===== src/rtl/uart_pkg.sv =====
// Shared UART definitions: state encoding, default divider, data-width limits
// and the parity helper. Used by the TX core and, later, the RX core.
package uart_pkg;

    typedef enum logic [2:0] {
        IDLE   = 3'd0,
        START  = 3'd1,
        DATA   = 3'd2,
        PARITY = 3'd3,
        STOP   = 3'd4
    } uart_tx_state_t;

    // 50 MHz system clock / 115200 baud
    localparam int UART_DEF_CLK_DIV = 434;
    localparam int UART_DATA_W_MIN  = 5;
    localparam int UART_DATA_W_MAX  = 9;

    // Unused upper bits must be zero; they then do not disturb the XOR.
    function automatic logic uart_parity(input logic [UART_DATA_W_MAX-1:0] data,
                                         input logic                       odd);
        return (^data) ^ odd;
    endfunction

endpackage


===== src/rtl/uart_baud_gen.sv =====
// Bit-period divider: a counter 0..CLK_DIV-1 that wraps, with a tick on the
// last count. A synchronous clear restarts the period.
module uart_baud_gen
    import uart_pkg::*;
#(
    parameter int CLK_DIV = UART_DEF_CLK_DIV
) (
    input  logic clk,
    input  logic reset,
    input  logic clear,
    output logic tick
);

    localparam int              CNT_W   = (CLK_DIV > 1) ? $clog2(CLK_DIV) : 1;
    localparam logic [CNT_W-1:0] CNT_MAX = CNT_W'(CLK_DIV - 1);

    if (CLK_DIV < 2) begin : g_bad_clk_div
        $error("uart_baud_gen: CLK_DIV must be at least 2");
    end

    logic [CNT_W-1:0] cnt_q;
    logic [CNT_W-1:0] cnt_d;

    // Next count: clear wins, otherwise count up and wrap at CNT_MAX.
    always_comb begin
        cnt_d = cnt_q;
        if (clear) begin
            cnt_d = {CNT_W{1'b0}};
        end else if (cnt_q == CNT_MAX) begin
            cnt_d = {CNT_W{1'b0}};
        end else begin
            cnt_d = cnt_q + CNT_W'(1);
        end
    end

    // Counter register.
    always_ff @(posedge clk or posedge reset) begin
        if (reset) begin
            cnt_q <= {CNT_W{1'b0}};
        end else begin
            cnt_q <= cnt_d;
        end
    end

    assign tick = (cnt_q == CNT_MAX);

endmodule


===== src/rtl/uart_tx_core.sv =====
// Parametrised UART transmitter with built-in baud divider and valid/ready input.
// Define UART_TX_PARITY_EN to add one parity bit (even/odd per PARITY_ODD).
module uart_tx_core
    import uart_pkg::*;
#(
    parameter int CLK_DIV    = UART_DEF_CLK_DIV,
    parameter int DATA_W     = 8,
    parameter int STOP_BITS  = 1,
    parameter int PARITY_ODD = 0
) (
    input  logic              clk,
    input  logic              reset,
    input  logic [DATA_W-1:0] i_data,
    input  logic              i_valid,
    output logic              o_ready,
    output logic              o_tx,
    output logic              o_busy,
    output logic              o_done
);

    if (CLK_DIV < 2 || DATA_W < UART_DATA_W_MIN || DATA_W > UART_DATA_W_MAX ||
        STOP_BITS < 1 || STOP_BITS > 2 || PARITY_ODD < 0 || PARITY_ODD > 1) begin : g_bad_params
        $error("uart_tx_core: illegal CLK_DIV, DATA_W, STOP_BITS or PARITY_ODD");
    end

    localparam logic [3:0] LAST_DATA_IDX = 4'(DATA_W - 1);
    localparam logic [3:0] LAST_STOP_IDX = 4'(STOP_BITS - 1);

    uart_tx_state_t    state_q;
    uart_tx_state_t    state_d;
    logic [DATA_W-1:0] shift_q;
    logic [DATA_W-1:0] shift_d;
    logic [3:0]        bit_idx_q;
    logic [3:0]        bit_idx_d;
    logic              o_tx_q;
    logic              o_tx_d;
    logic              o_done_q;
    logic              o_done_d;
    logic              accept_s;
    logic              tick_s;

    assign accept_s = i_valid && (state_q == IDLE);

    uart_baud_gen #(
        .CLK_DIV (CLK_DIV)
    ) u_baud (
        .clk   (clk),
        .reset (reset),
        .clear (accept_s),
        .tick  (tick_s)
    );

`ifdef UART_TX_PARITY_EN
    localparam logic PAR_ODD_BIT = 1'(PARITY_ODD);

    logic parity_q;
    logic parity_d;

    // The shifter consumes the word, so the parity bit is computed at accept.
    always_comb begin
        if (accept_s) begin
            parity_d = uart_parity(UART_DATA_W_MAX'(i_data), PAR_ODD_BIT);
        end else begin
            parity_d = parity_q;
        end
    end

    // Parity bit register.
    always_ff @(posedge clk or posedge reset) begin
        if (reset) begin
            parity_q <= 1'b0;
        end else begin
            parity_q <= parity_d;
        end
    end
`endif

    // Frame sequencer: next state, shifter, bit index and the line level
    // that o_tx must show once the next state is entered.
    always_comb begin
        state_d   = state_q;
        shift_d   = shift_q;
        bit_idx_d = bit_idx_q;
        o_tx_d    = o_tx_q;
        o_done_d  = 1'b0;

        case (state_q)
            IDLE: begin
                if (i_valid) begin
                    state_d   = START;
                    shift_d   = i_data;
                    bit_idx_d = 4'd0;
                    o_tx_d    = 1'b0;
                end else begin
                    state_d   = IDLE;
                    o_tx_d    = 1'b1;
                end
            end

            START: begin
                if (tick_s) begin
                    state_d = DATA;
                    o_tx_d  = shift_q[0];
                end else begin
                    o_tx_d  = 1'b0;
                end
            end

            DATA: begin
                if (tick_s) begin
                    shift_d = {1'b0, shift_q[DATA_W-1:1]};
                    if (bit_idx_q == LAST_DATA_IDX) begin
                        bit_idx_d = 4'd0;
`ifdef UART_TX_PARITY_EN
                        state_d   = PARITY;
                        o_tx_d    = parity_q;
`else
                        state_d   = STOP;
                        o_tx_d    = 1'b1;
`endif
                    end else begin
                        bit_idx_d = bit_idx_q + 4'd1;
                        o_tx_d    = shift_q[1];
                    end
                end else begin
                    o_tx_d = shift_q[0];
                end
            end

`ifdef UART_TX_PARITY_EN
            PARITY: begin
                if (tick_s) begin
                    state_d   = STOP;
                    bit_idx_d = 4'd0;
                    o_tx_d    = 1'b1;
                end else begin
                    o_tx_d    = parity_q;
                end
            end
`endif

            STOP: begin
                if (tick_s) begin
                    if (bit_idx_q == LAST_STOP_IDX) begin
                        state_d  = IDLE;
                        o_done_d = 1'b1;
                    end else begin
                        bit_idx_d = bit_idx_q + 4'd1;
                    end
                end else begin
                    bit_idx_d = bit_idx_q;
                end
                o_tx_d = 1'b1;
            end

            default: begin
                state_d = IDLE;
                o_tx_d  = 1'b1;
            end
        endcase
    end

    // Sequencer and output registers; reset returns the line to mark at once.
    always_ff @(posedge clk or posedge reset) begin
        if (reset) begin
            state_q   <= IDLE;
            shift_q   <= {DATA_W{1'b0}};
            bit_idx_q <= 4'd0;
            o_tx_q    <= 1'b1;
            o_done_q  <= 1'b0;
        end else begin
            state_q   <= state_d;
            shift_q   <= shift_d;
            bit_idx_q <= bit_idx_d;
            o_tx_q    <= o_tx_d;
            o_done_q  <= o_done_d;
        end
    end

    assign o_ready = (state_q == IDLE);
    assign o_busy  = (state_q != IDLE);
    assign o_tx    = o_tx_q;
    assign o_done  = o_done_q;

endmodule


===== config.mk =====
export PLATFORM = sky130hd
export DESIGN_NAME = uart_tx_core
export DESIGN_NICKNAME = d
export VERILOG_FILES = /design/src/rtl/uart_pkg.sv /design/src/rtl/uart_baud_gen.sv /design/src/rtl/uart_tx_core.sv
export SDC_FILE = /design/constraint.sdc
export NUM_CORES = 1
export LEC_CHECK = 0
export BUFFER_PORTS_ARGS = -buffer_cell sky130_fd_sc_hd__buf_2
export CAP_MARGIN = 10
export CORE_MARGIN = 5
export CORE_UTILIZATION = 45
export DETAILED_ROUTE_END_ITERATION = 16
export HOLD_SLACK_MARGIN = 0.05
export PLACE_DENSITY = 0.73
export SYNTH_ARGS = -nofsm -noshare
export SYNTH_HDL_FRONTEND = slang
export SYNTH_SLANG_ARGS = --single-unit
export TNS_END_PERCENT = 10

===== constraint.sdc =====
create_clock -name clk -period 2.65 [get_ports clk]
set_input_delay 0.3975 -clock clk [delete_from_list [all_inputs] [get_ports clk]]
set_output_delay 0.3975 -clock clk [all_outputs]
set_load 0.1 [all_outputs]

==> out/summary.txt <==
Initial antenna violation count: 0
Postcts setup bufs: 0
Number of global-route vias before repair: 1,124
Crit path time final: 2057 ps
RSZ-0062 raised after global routing: false
RR Startpoint: state_q[2]
Seq cells post-synth: 26
Clock buffer count from CTS: 3
Min-delay worst type: in2async
Status: completed
Tot Pwr: 963.0 uW
Total grt overflow: 0
Clock Root Buffer: clkbuf_4
Row count: 20
Iteration count of the initial detailed-routing pass: 4
CTS tree: yes
Final hold vios: 0
Setup_tns: 0 ps
Hpwl dp: 2118 um
Final #Nets: 165
Worst skew pair latency: 330 ps
Post-synth EDFFs: 0
I/O Buffers: 14
CP Launch Point: state_q[2]
Mapped Avg Cell Area: 10.75 um^2
Largest net degree at the start of global routing: 27
Ys async rst share: 100.0%
Main synth FF type: dfrtp_1
PostCTS Resize Cnt: 0
Crit path kind: reg2out
Synth cell types: 41
Num ports: 15
Final period utilization: 77.63%
Max Cap Viol: 0
Endpoints failing setup: 0
Clk pin slew, worst setup/hold paths: 150 ps
Crit start category: flip-flop
DR iter-0 viols: 144
Via density per instance: 5.601
Die Height: 66.79 um
Fmax: 486.1 MHz
Static leakage: 0.0006922 uW
WHS: 268.6 ps
Worst-path maximum fanout: 13
Setup crit end kind: output port
Crit path required time: 2250 ps
Synthesized net count: 150
Fraction of layout instances using a drive strength above 1: 26.85%
Routed WL: 3027 um
Max Slew Vio Count: 0
Clk_skew: 7.059 ps
DRC errors left: 0
Die W: 66.79 um
Via count: 1,081
Routability cong.: 0.8902
Worst EP arrival: 1660 ps
Power per standard cell area: 598.0 nW/um^2
Ant. Diodes: 0
Post-Syn Area: 1451 um^2
# H-tree levels: 1
# clock sinks: 26
Worst vdd ir: 452.0 uV
Synth warnings: 0
Initial Util: 47.15%
First-pass GRT wire length: 5375 um
Wire length per cell: 15.68 um
Syn-to-layout area delta: 10.95%
CTS Buffer Depth: 2
Cts hold-fix bufs: 0
Worst slew margin: 35.04%
All-Layer GR Usage: 15.89%
Gate Count Post-Synth: 135
Total core area: 3078 um^2
Seq/Total Area, Yosys: 44.91%
Die ar.: 4461 um^2
Routed Antenna Nets: 0
Worst slew pin tran: 973.3 ps
[cells in the mapped netlist (2+ instances only)]
master,n,area share (%)
nor3_1,3,1.0
xnor2_1,4,2.4
nor3b_1,3,1.6
a21o_1,2,1.0
and4b_1,2,1.4
xor2_1,4,2.4
buf_2,3,1.0
nand2b_1,2,0.86
a21oi_1,5,1.7
nand3_1,5,1.7
inv_1,8,2.1
ha_1,4,3.4
o21ai_0,5,1.7
nor2_1,11,2.8
nand2_1,5,1.3
mux2_2,15,12
nand4b_1,2,1.2
dfrtp_1,25,43
o211ai_1,4,2.1
buf_6,2,1.6
[through the flow]
stage,util [%],cells,worst slack (ps),cell area [um^2]
after floorplan,-,135,170.7,1463
after global placement,50.61,189,807.7,1558
after detailed placement,50.61,189,729.0,1558
after CTS,52.32,193,583.9,1610
after global routing,52.32,193,498.0,1610
final,52.32,193,592.8,1610
[flip-flops by register name, summed over array words and instances, names as in the netlist]
register / cells
u_baud.cnt_q: 9
shift_q: 8
o_done: 1
state_q: 3
o_tx: 1
bit_idx_q: 4
[worst max-delay path: stages (launching register included)]
cell,delay (ps)
dfrtp_1,590
nor3_4,280
buf_2,460
[logic make-up after synthesis]
group / count (synthesis) / synth area share, %
buffers and inverters: 13 / 4.655
DFF: 26 / 44.91
muxes: 15 / 11.64
adders and majority gates: 4 / 3.448
and+or+nand+nor: 45 / 18.88
AOI/OAI and AO/OA: 24 / 11.64
xor gates and xnor gates: 8 / 4.827
[worst paths after layout]
path | endpoint | slack (ps) | cells past startpoint
worst max-delay path | o_ready | 590 | 2
worst min-delay path | shift_q[7] | 270 | 2
worst max register to register | bit_idx_q[1] | 610 | 4
worst min register to register | u_baud.cnt_q[0] | 520 | 1
max in group asynchronous | u_baud.cnt_q[6] | 1790 | 2
min in group clk | shift_q[7] | 410 | 3
[cell type report]
cell class	instances	area [um^2]
clock buffer	3	22.52
clock inverter	1	30.03
fill	285	1468
inverter	8	30.03
multi-input combinational	96	743.2
sequential	26	651.9
tap	44	55.05
timing repair buffer	15	77.57
[where the power goes]
group	switching [uW]	internal (uW)	leakage [uW]
Combinational	69.7	78.7	0.000341
Clock	123	153	0.0000279
Sequential	73.4	465	0.000323
Total	266	697	0.000692
[per-layer routing]
layer / up-vias / share of wire [%] / track usage [%]
met5: - / 0 / 0
met4: 0 / 1.1 / 5.584
met3: 4 / 4.9 / 4.047
met2: 39 / 51 / 26.11
met1: 524 / 43 / 20.08
li1: 514 / - / -
[placed cells by master (no fill, tap or decap), types with 2 or more instances in the layout]
master / synthesis / routed
nand4b_1: 2 / 2
a21o_1: 2 / 2
nand3_1: 5 / 5
ha_1: 4 / 4
nor3b_1: 3 / 3
xnor2_1: 4 / 4
nor2_1: 11 / 11
xor2_1: 4 / 4
nor3_4: 1 / 2
dfrtp_1: 25 / 25
o21ai_0: 5 / 5
a21oi_1: 5 / 5
inv_1: 8 / 8
and4b_1: 2 / 2
o211ai_1: 4 / 4
clkbuf_4: 0 / 3
nand2_1: 5 / 5
nor3_1: 3 / 2
mux2_2: 15 / 15
nand2b_1: 2 / 2
buf_2: 3 / 14
Note: power is estimated with default switching activity, not from simulation.
